### config.mk
export PLATFORM = sky130hd
export DESIGN_NAME = io_responder_flat
export DESIGN_NICKNAME = d
export VERILOG_FILES = /design/src/rtl/io_responder_pkg.sv /design/src/rtl/io_responder_if.sv /design/src/rtl/io_debounce.sv /design/src/rtl/io_responder.sv /design/src/flat_wrapper.sv
export SDC_FILE = /design/constraint.sdc
export NUM_CORES = 1
export LEC_CHECK = 0
export ABC_AREA = 1
export CAP_MARGIN = 40
export CORE_UTILIZATION = 30
export DETAILED_ROUTE_END_ITERATION = 6
export GPL_TIMING_DRIVEN = 1
export PLACE_DENSITY = 0.63
export SLEW_MARGIN = 20
export SYNTH_ARGS = -nofsm -noshare
export SYNTH_HDL_FRONTEND = slang
export SYNTH_SLANG_ARGS = --single-unit
### constraint.sdc
create_clock -name clock -period 1.7 [get_ports clock]
set_input_delay 0.51 -clock clock [delete_from_list [all_inputs] [get_ports clock]]
set_output_delay 0.51 -clock clock [all_outputs]
set_load 0.005 [all_outputs]
### src/rtl/io_responder_pkg.sv
// Shared types and constants for the IO responder: input FSM state,
// output register addresses and bus widths.
package io_responder_pkg;

  localparam int DATA_W = 32;
  localparam int ADDR_W = 21;

  localparam logic [ADDR_W-1:0] ADDR_DST0 = 21'd0;
  localparam logic [ADDR_W-1:0] ADDR_DST1 = 21'd1;
  localparam logic [ADDR_W-1:0] ADDR_DST2 = 21'd2;

  typedef enum logic {
    ST_IDLE = 1'b0,
    ST_HELD = 1'b1
  } state_t;

endpackage

### src/rtl/io_responder_if.sv
// Processor-side IO bus of the responder: store strobe/address/data,
// captured-word read handshake, status flags and the output registers.
interface io_responder_if;
  import io_responder_pkg::*;

  logic              wr_en;
  logic [ADDR_W-1:0] wr_addr;
  logic [DATA_W-1:0] wr_data;
  logic              rd_en;
  logic [DATA_W-1:0] rd_data;
  logic              in_ready;
  logic              overrun;
  logic              wr_err;
  logic [DATA_W-1:0] dst0;
  logic [DATA_W-1:0] dst1;
  logic [DATA_W-1:0] dst2;

  modport master (
    output wr_en, wr_addr, wr_data, rd_en,
    input  rd_data, in_ready, overrun, wr_err, dst0, dst1, dst2
  );

  modport slave (
    input  wr_en, wr_addr, wr_data, rd_en,
    output rd_data, in_ready, overrun, wr_err, dst0, dst1, dst2
  );

endinterface

### src/rtl/io_debounce.sv
// Button debouncer: the stable level follows the synchronized level only
// after it has differed for DEBOUNCE_CYCLES consecutive edges; any return
// to the stable level restarts the count. Resets to released (1).
module io_debounce #(
  parameter int DEBOUNCE_CYCLES = 4
) (
  input  logic clock,
  input  logic reset,
  input  logic sync_in,
  output logic stable
);

  localparam logic [7:0] LIMIT = 8'(DEBOUNCE_CYCLES - 1);

  logic [7:0] count;

  // Count consecutive disagreeing edges; flip the stable level on the last one
  always_ff @(posedge clock or negedge reset) begin
    if (!reset) begin
      stable <= 1'b1;
      count  <= 8'd0;
    end else if (sync_in == stable) begin
      count  <= 8'd0;
    end else if (count == LIMIT) begin
      stable <= sync_in;
      count  <= 8'd0;
    end else begin
      count  <= count + 8'd1;
    end
  end

endmodule

### src/rtl/io_responder.sv
// IO responder: three memory-mapped output registers with an unmapped-write
// error pulse, plus a switch-word capture path triggered by a confirm button.
// Build option: define IO_RESPONDER_DEBOUNCE_EN to debounce the button;
// otherwise the synchronized button level is used directly.
module io_responder
  import io_responder_pkg::*;
#(
  parameter int DEBOUNCE_CYCLES = 4,
  parameter int SW_WIDTH        = 18
) (
  input  logic                clock,
  input  logic                reset,
  input  logic [SW_WIDTH-1:0] sw_in,
  input  logic                btn_n,
  io_responder_if.slave       bus
);

  if (DEBOUNCE_CYCLES < 1 || DEBOUNCE_CYCLES > 255) begin : g_param_check
    $error("io_responder: DEBOUNCE_CYCLES must be 1..255");
  end

  logic [DATA_W-1:0]   dst0_r, dst1_r, dst2_r;
  logic                wr_err_r;
  logic [SW_WIDTH-1:0] sw_p0, sw_p1;
  logic                btn_p0, btn_p1;
  logic                btn_stable;
  logic                btn_prev;
  logic                press;
  state_t              state;
  logic [SW_WIDTH-1:0] hold;
  logic                in_ready_r;
  logic                overrun_r;

  // Output register writes; unmapped addresses raise a one-cycle error
  always_ff @(posedge clock or negedge reset) begin
    if (!reset) begin
      dst0_r   <= '0;
      dst1_r   <= '0;
      dst2_r   <= '0;
      wr_err_r <= 1'b0;
    end else begin
      wr_err_r <= 1'b0;
      if (bus.wr_en) begin
        case (bus.wr_addr)
          ADDR_DST0: dst0_r   <= bus.wr_data;
          ADDR_DST1: dst1_r   <= bus.wr_data;
          ADDR_DST2: dst2_r   <= bus.wr_data;
          default:   wr_err_r <= 1'b1;
        endcase
      end
    end
  end

  // Two-flop synchronizers for the asynchronous switches and button
  always_ff @(posedge clock or negedge reset) begin
    if (!reset) begin
      sw_p0  <= '0;
      sw_p1  <= '0;
      btn_p0 <= 1'b1;
      btn_p1 <= 1'b1;
    end else begin
      sw_p0  <= sw_in;
      sw_p1  <= sw_p0;
      btn_p0 <= btn_n;
      btn_p1 <= btn_p0;
    end
  end

`ifdef IO_RESPONDER_DEBOUNCE_EN
  io_debounce #(
    .DEBOUNCE_CYCLES (DEBOUNCE_CYCLES)
  ) u_debounce (
    .clock   (clock),
    .reset   (reset),
    .sync_in (btn_p1),
    .stable  (btn_stable)
  );
`else
  assign btn_stable = btn_p1;
`endif

  // A press is the released-to-pressed transition of the stable level, so a
  // held button yields exactly one capture
  assign press = btn_prev & ~btn_stable;

  // Input FSM: capture on press, hand the word over on rd_en, flag overwrites
  always_ff @(posedge clock or negedge reset) begin
    if (!reset) begin
      state      <= ST_IDLE;
      hold       <= '0;
      in_ready_r <= 1'b0;
      overrun_r  <= 1'b0;
      btn_prev   <= 1'b1;
    end else begin
      btn_prev <= btn_stable;
      case (state)
        ST_IDLE: begin
          if (press) begin
            hold       <= sw_p1;
            state      <= ST_HELD;
            in_ready_r <= 1'b1;
          end
        end
        ST_HELD: begin
          if (press) begin
            hold <= sw_p1;
            if (!bus.rd_en) overrun_r <= 1'b1;
          end else if (bus.rd_en) begin
            state      <= ST_IDLE;
            in_ready_r <= 1'b0;
          end
        end
        default: begin
          state      <= ST_IDLE;
          in_ready_r <= 1'b0;
        end
      endcase
    end
  end

  assign bus.dst0     = dst0_r;
  assign bus.dst1     = dst1_r;
  assign bus.dst2     = dst2_r;
  assign bus.wr_err   = wr_err_r;
  assign bus.rd_data  = DATA_W'(hold);
  assign bus.in_ready = in_ready_r;
  assign bus.overrun  = overrun_r;

endmodule

### src/flat_wrapper.sv
// flat-port wrapper written by rule: the top's interface ports become plain ports
module io_responder_flat import io_responder_pkg::*;
#(
  parameter int DEBOUNCE_CYCLES = 4,
  parameter int SW_WIDTH        = 18
)
  (clock, reset, sw_in, btn_n, bus_wr_en, bus_wr_addr, bus_wr_data, bus_rd_en, bus_rd_data, bus_in_ready, bus_overrun, bus_wr_err, bus_dst0, bus_dst1, bus_dst2);
  io_responder_if bus_i ();
  input  logic clock;
  input  logic reset;
  input  logic [SW_WIDTH-1:0] sw_in;
  input  logic btn_n;
  input wire logic [$bits(bus_i.wr_en)-1:0] bus_wr_en;
  input wire logic [$bits(bus_i.wr_addr)-1:0] bus_wr_addr;
  input wire logic [$bits(bus_i.wr_data)-1:0] bus_wr_data;
  input wire logic [$bits(bus_i.rd_en)-1:0] bus_rd_en;
  output wire logic [$bits(bus_i.rd_data)-1:0] bus_rd_data;
  output wire logic [$bits(bus_i.in_ready)-1:0] bus_in_ready;
  output wire logic [$bits(bus_i.overrun)-1:0] bus_overrun;
  output wire logic [$bits(bus_i.wr_err)-1:0] bus_wr_err;
  output wire logic [$bits(bus_i.dst0)-1:0] bus_dst0;
  output wire logic [$bits(bus_i.dst1)-1:0] bus_dst1;
  output wire logic [$bits(bus_i.dst2)-1:0] bus_dst2;
  assign bus_i.wr_en = bus_wr_en;
  assign bus_i.wr_addr = bus_wr_addr;
  assign bus_i.wr_data = bus_wr_data;
  assign bus_i.rd_en = bus_rd_en;
  assign bus_rd_data = bus_i.rd_data;
  assign bus_in_ready = bus_i.in_ready;
  assign bus_overrun = bus_i.overrun;
  assign bus_wr_err = bus_i.wr_err;
  assign bus_dst0 = bus_i.dst0;
  assign bus_dst1 = bus_i.dst1;
  assign bus_dst2 = bus_i.dst2;
  io_responder #(.DEBOUNCE_CYCLES(DEBOUNCE_CYCLES), .SW_WIDTH(SW_WIDTH)) u_core (.clock(clock), .reset(reset), .sw_in(sw_in), .btn_n(btn_n), .bus(bus_i));
endmodule
==> results.cfg, run 1 <==
[status]
status = completed

[worst_setup_path]
required_ns = 2.05
cp.arrival_ns = 1.96
r2r_slack_ns = 0.54
path_delay_family = simple AND/OR/NAND/NOR gates
cp-end-kind = flip-flop
crit_path_top_delay_cell = clkdlybuf4s50_1
start_kind = primary input
cp_cell_sequence = clkdlybuf4s50_1 > nor2_1 > inv_2 > nor2_4 > nand2_4 > nor2_8 > clkbuf_16 > nand3_1 > nand2_1
critPathKind = in -> reg
cp_num_buf_inv = 3
slowest_delay_ns = 0.40
path_max_fanout = 10

[power]
combPwrFrac_pct = 6.4
clkPwrFrac_pct = 48.4
power.internal_w = 0.00680
peakVddDrop_v = 0.000650
p_sw_w = 0.00182
power.share.switching_pct = 21.1
power.total_w = 0.00862
leakagePower_nw = 5.07
p_per_area_mw_per_mm2 = 958
power_frac_seq_pct = 45.1

[grt]
globalRoute.totalOverflow = 0
grtUsageTotal_pct = 16.2
grt_pass1_wl_um = 25200
grt_max_degree = 68
antenna_found_initial = 0
grt_pass1_vias = 4679

[floorplan]
core_area_mm2 = 0.0195
initial_utilization_pct = 30.7
io_pins = 207
fp-row-count = 51
die_w_um = 143
dieArea_mm2 = 0.0205
die_h_um = 143

[clock_tree]
clk_pin_slew_ns = 0.07
clock_sinks = 157
htreeDepth = 4
cts_buffers = 17
cts_buffer_depth = 2
insertion_delay_ns = 0.41
root_buffer = clkbuf_16
cts_tree = built

[final_layout]
syn_to_final_growth_pct = 50.2
layout_commonest_cell = nand2_1
drive_above_1_share_pct = 11.5
fin_nets = 898
post-route-util_pct = 46.1
final_cell_mix = nand2_1 (259), dfrtp_1 (154), dlygate4sd2_1 (117)
diodes = 0
final_cells = 1100

[placed_design]
dp_hpwl_um = 10700
dp_cells = 1048
pre_cts_ws_ns = -0.376
gp_congestion = 0.771
portBuffers = 192

[timing]
setup_viol = 0
period_needed_ns = 1.61
min_period_over_period_pct = 94.7
rsz0062_at_grt = false
holdWs_ns = 0.347
finalMaxSlewViolations = 0
setup_ws_ns = 0.0900
hold_violations = 0
skew_ns = 0.00465
timing.fmax_ghz = 0.621

[route]
post_drt_wl_per_cell_um = 14.4
drtIter0Drc = 201
vias_per_cell = 4.29
vias = 4724
drc = 0
ant_nets = 0
firstDrtPassIters = 4
postRouteWirelength_um = 15800

[synthesis]
ys_types = 23
netlist_instances = 603
avgSynthCellArea_um2 = 9.94
synth_seq_area_share_pct = 65.6
synthesis.area_mm2 = 0.00599
synth-seq-cells = 157
yosysWarnings = 0

[hold_path]
hp-class = reg -> reg

[flow_run]
cap_violations = 0
-- stage by stage --
stage	instance area [um2]	setup TNS (ns)
after floorplan	6040	0
after global placement	8270	-29.02
after detailed placement	8270	-31.08
after CTS	8890	0
after global routing	9000	0
final	9000	0
-- routing by layer --
layer / wire length, um / track usage, % / vias to the layer above
li1: - / - / 2327
met4: 324 / 5.99 / 0
met1: 7050 / 20.7 / 2223
met3: 1050 / 5.23 / 20
met2: 7390 / 25.5 / 154
met5: 0 / 0 / -
-- timing repair --
item                                    in CTS  in global routing
cloned                                       0                  2
hold buffers                                 1                  0
endpoints found under the setup margin     117                 77
endpoints found under the hold margin       15                  0
pin swaps                                    0                  3
resized for setup                          117                 11
setup buffers                               13                  4
-- kinds of logic (layout without fill, tap and decap cells) --
logic type / Yosys count / in the layout / share of synthesized area, %
AND/OR/NAND/NOR: 386 / 386 / 27.8
flip-flops: 157 / 157 / 65.6
buffers and inverters: 55 / 274 / 6.14
AO/OA/AOI/OAI: 4 / 4 / 0.376
other: 1 / 14 / 0.0626
-- sequential cells by signal (all words and copies together), names as in the netlist --
| name | flops |
|---|---|
| u_core.bus.overrun | 1 |
| u_core.state | 1 |
| u_core.btn_prev | 1 |
| u_core.bus.wr_err | 1 |
| u_core.sw_p1 | 18 |
| u_core.btn_p1 | 1 |
| u_core.btn_p0 | 1 |
| u_core.bus.dst2 | 32 |
| u_core.sw_p0 | 18 |
| u_core.bus.dst0 | 32 |
| u_core.bus.dst1 | 32 |
| u_core.hold | 18 |
| u_core.bus.in_ready | 1 |
-- final timing paths --
check,from,end,cells past startpoint
max,bus_wr_addr[9],u_core.bus.dst2[7]$_DFFE_PN0P_,9
min,u_core.sw_p0[3]$_DFF_PN0_,u_core.sw_p1[3]$_DFF_PN0_,0
max reg2reg,u_core.btn_prev$_DFF_PN1_,u_core.bus.in_ready$_DFFE_PN0P_,7
min reg2reg,u_core.sw_p0[3]$_DFF_PN0_,u_core.sw_p1[3]$_DFF_PN0_,0
max in group asynchronous,reset,u_core.bus.dst1[4]$_DFFE_PN0P_,3
min in group asynchronous,reset,u_core.hold[1]$_DFFE_PN0P_,2
-- power by group through the flow --
stage | combinational (W) | clock [W] | sequential (W)
2_1_floorplan | 0.000150 | 0 | 0.00396
3_3_place_gp | 0.000585 | 0 | 0.00396
3_5_place_dp | 0.000589 | 0 | 0.00396
4_1_cts | 0.000558 | 0.00430 | 0.00389
5_1_grt | 0.000629 | 0.00443 | 0.00390
6_report | 0.000555 | 0.00417 | 0.00389
-- Yosys cell counts (all sizes together) --
library cell | count | area share [%]
nand3 | 96 | 8.0
buf | 38 | 5.1
nor2 | 24 | 2.7
a21oi | 1 | 0.083
nand2 | 260 | 16
conb | 1 | 0.063
o21bai | 1 | 0.13
or2 | 1 | 0.10
dfstp | 3 | 1.3
nand4 | 5 | 0.52
dfrtp | 154 | 64
inv | 8 | 0.50
o21ai | 2 | 0.17
clkbuf | 9 | 0.56
-- final cells by class --
class                           count  area, um2
Clock buffer                       20        447
Clock inverter                     12        208
Fill cell                        1878      10500
Inverter                            8       30.0
Multi-Input combinational cell    404       1760
Sequential cell                   157       3930
Tap cell                          265        332
Timing Repair Buffer              234       2290
(Power assumes the default switching activity.)
==> run 2, diff against run 1 <==
PLACE_DENSITY = 0.56   (was 0.63)
==> run 2 against run 1 <==
Effect of this change:
- die area is the same
- clock skew is essentially flat
- sequential power is essentially flat
- core utilization shrank 1.1 points
- global-route usage is essentially flat
- critical path depth shrank 8
- clock-buffer cell count is the same
- combinational power grew 1%
- largest power group is now registers
- highest routed layer unchanged
==> results.cfg, run 2 (synthesis gave the netlist of run 1 again) <==
[floorplan]
dieArea_mm2 = 0.0205
core_area_mm2 = 0.0195
initial_utilization_pct = 30.7
die_w_um = 143
die_h_um = 143
io_pins = 207
fp-row-count = 51

[timing]
min_period_over_period_pct = 94.3
finalMaxSlewViolations = 0
fin_tns_setup_ns = 0
period_needed_ns = 1.60
setup_viol = 0
hold_violations = 0
timing.fmax_ghz = 0.624
skew_ns = 0.00458

[worst_setup_path]
cp.arrival_ns = 1.09
critPathKind = reg -> out
cp_cell_sequence = dlygate4sd2_1
path_delay_family = flip-flops
path_max_fanout = 2
crit_path_top_delay_cell = dfrtp_1
cp_num_buf_inv = 1
required_ns = 1.19
cp-end-kind = output port
start_kind = flip-flop
slowest_delay_ns = 0.38

[final_layout]
drive_above_1_share_pct = 10.4
syn_to_final_growth_pct = 46.7
post-route-util_pct = 45.0
seq_area_mm2 = 0.00393
n_fill_cell = 1944
stdcell_area_mm2 = 0.00879
diodes = 0
layout_commonest_cell = nand2_1
fin_nets = 891
multi_input_area_mm2 = 0.00175
final_cell_mix = nand2_1 (259), dfrtp_1 (154), dlygate4sd2_1 (117)

[grt]
grt_pass1_wl_um = 24900
grt_pass1_vias = 4545
globalRoute.totalOverflow = 0
grtUsageTotal_pct = 16.2
grt_max_degree = 68
antenna_found_initial = 0

[clock_tree]
cts_tree = built
insertion_delay_ns = 0.41
cts_buffer_depth = 2
root_buffer = clkbuf_16
clock_sinks = 157
htreeDepth = 4
cts_buffers = 17
clk_pin_slew_ns = 0.06

[status]
status = completed

[power]
power.total_w = 0.00810
p_per_area_mw_per_mm2 = 922
leakagePower_nw = 4.97
peakVddDrop_v = 0.000604

[route]
postRouteWirelength_um = 15900
vias_per_cell = 4.27
post_drt_wl_per_cell_um = 14.5
firstDrtPassIters = 5
vias = 4668
drc = 0
ant_nets = 0
drtIter0Drc = 150

[placed_design]
gp_congestion = 0.735
postPlaceCellArea_mm2 = 0.00825
portBuffers = 192
dp_hpwl_um = 10500

[flow_run]
cap_violations = 0

[hold_path]
hp-class = reg -> reg
## run 2: cell types whose count changed in the layout (fill, tap and decap cells not counted), moves of 2 or more
cell,before,now
clkinv_2,1,4
nor2_2,10,7
nor2_1,8,12
buf_12,12,10
clkinvlp_4,0,2
bufinv_16,5,1
buf_4,27,24
## run 2: area by class of cell
class / instances / share of cell area, %
sequential: 157 / 44.7
clock buffer: 20 / 5.19
clock inverter: 12 / 1.27
timing repair buffer: 227 / 24.8
inverter: 8 / 0.342
tap: 265 / 3.77
multi-input combinational: 404 / 19.9
## run 2: final timing paths
kind,from,end,slack (ns),depth (start not counted)
worst max-delay path,u_core.bus.dst0[16]$_DFFE_PN0P_,bus_dst0[16],0.1,1
worst min-delay path,u_core.sw_p0[15]$_DFF_PN0_,u_core.sw_p1[15]$_DFF_PN0_,0.34,0
worst max register to register,u_core.btn_p1$_DFF_PN1_,u_core.bus.in_ready$_DFFE_PN0P_,0.55,6
worst min register to register,u_core.sw_p0[15]$_DFF_PN0_,u_core.sw_p1[15]$_DFF_PN0_,0.34,0
max in group asynchronous,reset,u_core.sw_p0[16]$_DFF_PN0_,0.61,3
min in group asynchronous,reset,u_core.hold[5]$_DFFE_PN0P_,0.56,2
## run 2: what timing repair did
action	4_1_cts	5_1_grt
endpoints found under the hold margin	26	0
hold buffers	1	0
resized for setup	117	6
pin swaps	0	0
setup endpoints to repair	117	63
setup buffers	7	2
gates cloned	0	1
## run 2: routing by layer
| layer | vias up | part of all wire (%) | track usage [%] |
|---|---|---|---|
| met2 | 159 | 46 | 24.7 |
| li1 | 2303 | - | - |
| met3 | 11 | 7.2 | 6.16 |
| met5 | - | 0 | 0 |
| met1 | 2195 | 46 | 21.2 |
| met4 | 0 | 0.98 | 4.87 |
## run 2: where the power goes
part           internal [W]  total [W]  switching [W]  leakage (nW)
combinational      0.000290   0.000561       0.000271          2.63
sequential          0.00385    0.00389      0.0000397          2.06
clock               0.00211    0.00365        0.00155         0.278
## run 2: through the flow
stage	std cells	hold slack, ns	setup WS [ns]
floorplan	616	0.214	0.264
global placement	1050	0.331	-0.365
detailed placement	1050	0.335	-0.382
CTS	1090	0.348	0.0615
global route	1093	0.348	-0.00909
finish	1093	0.345	0.0969
==> run 3, diff against run 2 <==
CORE_MARGIN = 3   (was not set)
HOLD_SLACK_MARGIN = 0.06   (was not set)
==> run 3 against run 2 <==
Effect of this change:
- routed wire length about the same
- design area rose by 0.26%
- total power grew 0.98%
- die area grew 5.7%
- cell count increased by 0.18%
- critical path depth unchanged
- clock power is 2% higher
- core utilization is 0.12 points higher
- clock skew grew 0.0019 ns
- clock-buffer cell count down 1
- critical endpoint is now bus_dst2[14]
- largest cell class unchanged
- largest power group unchanged
==> results.cfg, run 3 (synthesis gave the netlist of run 1 again) <==
[grt]
use_met3_pct = 4.53
antenna_found_initial = 0
globalRoute.totalOverflow = 0
busiest_layer = met2
grtUsageTotal_pct = 14.9
grt_pass1_wl_um = 25600
grt_pass1_vias = 4629
grtUsageMet1_pct = 19.8
grt_max_degree = 64
grtUsageMet2_pct = 24.0

[worst_setup_path]
crit_path_top_delay_cell = dfrtp_1
path_max_fanout = 2
start_kind = flip-flop
critPathKind = reg -> out
cp_cell_sequence = dlygate4sd2_1
cp.arrival_ns = 1.09
path_delay_family = flip-flops
cp-end-kind = output port
slowest_delay_ns = 0.40
cp_num_buf_inv = 1
required_ns = 1.19

[floorplan]
die_h_um = 147
core_area_mm2 = 0.0195
fp-row-count = 51
io_pins = 207
die_w_um = 147
initial_utilization_pct = 30.7
dieArea_mm2 = 0.0217

[timing]
setup_viol = 0
timing.fmax_ghz = 0.623
hold_violations = 0
finalMaxSlewViolations = 0
skew_ns = 0.00651
period_needed_ns = 1.60
min_period_over_period_pct = 94.4

[clock_tree]
cts_buffers = 17
clk_pin_slew_ns = 0.06
root_buffer = clkbuf_16
cts_tree = built
cts_buffer_depth = 2
insertion_delay_ns = 0.41
htreeDepth = 4
clock_sinks = 157

[route]
post_drt_wl_per_cell_um = 14.5
vias_per_cell = 4.23
drtIter0Drc = 158
vias = 4629
drc = 0
ant_nets = 0
firstDrtPassIters = 4
postRouteWirelength_um = 15900

[final_layout]
fin_nets = 893
final_cell_mix = nand2_1 (259), dfrtp_1 (154), dlygate4sd2_1 (117)
layout_commonest_cell = nand2_1
syn_to_final_growth_pct = 47.1
drive_above_1_share_pct = 10.7
diodes = 0
post-route-util_pct = 45.1
n_fill_cell = 1938

[placed_design]
portBuffers = 192
dp_hpwl_um = 11200
gp_congestion = 0.765

[hold_path]
hp-class = reg -> reg

[power]
leakagePower_nw = 4.94
peakVddDrop_v = 0.000613
power.total_w = 0.00818
p_per_area_mw_per_mm2 = 928

[flow_run]
cap_violations = 0

[status]
status = completed
[run 3: path summary, 6_finish.rpt]
kind / start / end / slack, ns / cells past startpoint
worst min-delay path: u_core.sw_p0[4]$_DFF_PN0_ / u_core.sw_p1[4]$_DFF_PN0_ / 0.34 / 0
worst max register to register: u_core.btn_prev$_DFF_PN1_ / u_core.bus.in_ready$_DFFE_PN0P_ / 0.55 / 7
min in group asynchronous: reset / u_core.sw_p1[6]$_DFF_PN0_ / 0.56 / 2
worst max-delay path: u_core.bus.dst2[14]$_DFFE_PN0P_ / bus_dst2[14] / 0.1 / 1
max in group asynchronous: reset / u_core.sw_p1[8]$_DFF_PN0_ / 0.62 / 3
worst min register to register: u_core.sw_p0[4]$_DFF_PN0_ / u_core.sw_p1[4]$_DFF_PN0_ / 0.34 / 0
[run 3: cell type report]
class,count,area [um2],area share [%]
multi-input cells,404,1760,19.9
clock buffers,19,453,5.14
inverters,8,30.0,0.341
clock inverters,13,130,1.48
repair buffers,229,2180,24.7
flip-flops and latches,157,3930,44.6
well taps,265,332,3.76
[run 3: per-stage QoR]
stage                     hold WS (ns)  TNS (ns)  cell area (um2)  instances  worst slack, ns
after floorplan                  0.214         0             6040        616            0.264
after global placement           0.332    -28.27             8260       1050           -0.317
final                            0.343         0             8810       1095           0.0951
after CTS                        0.347         0             8790       1095           0.0707
after detailed placement         0.336    -30.12             8260       1050           -0.358
after global routing             0.352   -0.0131             8810       1095         -0.00650
[run 3: routing by layer]
metal,part of all wire [%],wire [um]
met1,45,7180
met2,48,7590
met3,6.0,960
met4,0.86,137
met5,0,0
[run 3: power by group]
group	leakage (nW)	internal, W	switching, W	total [W]
sequential	2.06	0.00385	0.0000391	0.00389
clock	0.272	0.00213	0.00160	0.00373
combinational	2.61	0.000295	0.000273	0.000568
[run 3: repair_timing]
action,CTS,global route
hold buffers,1,0
resized for setup,117,5
hold endpoints to repair,24,0
pin swaps,0,1
setup endpoints to repair,117,30
buffers inserted,12,0
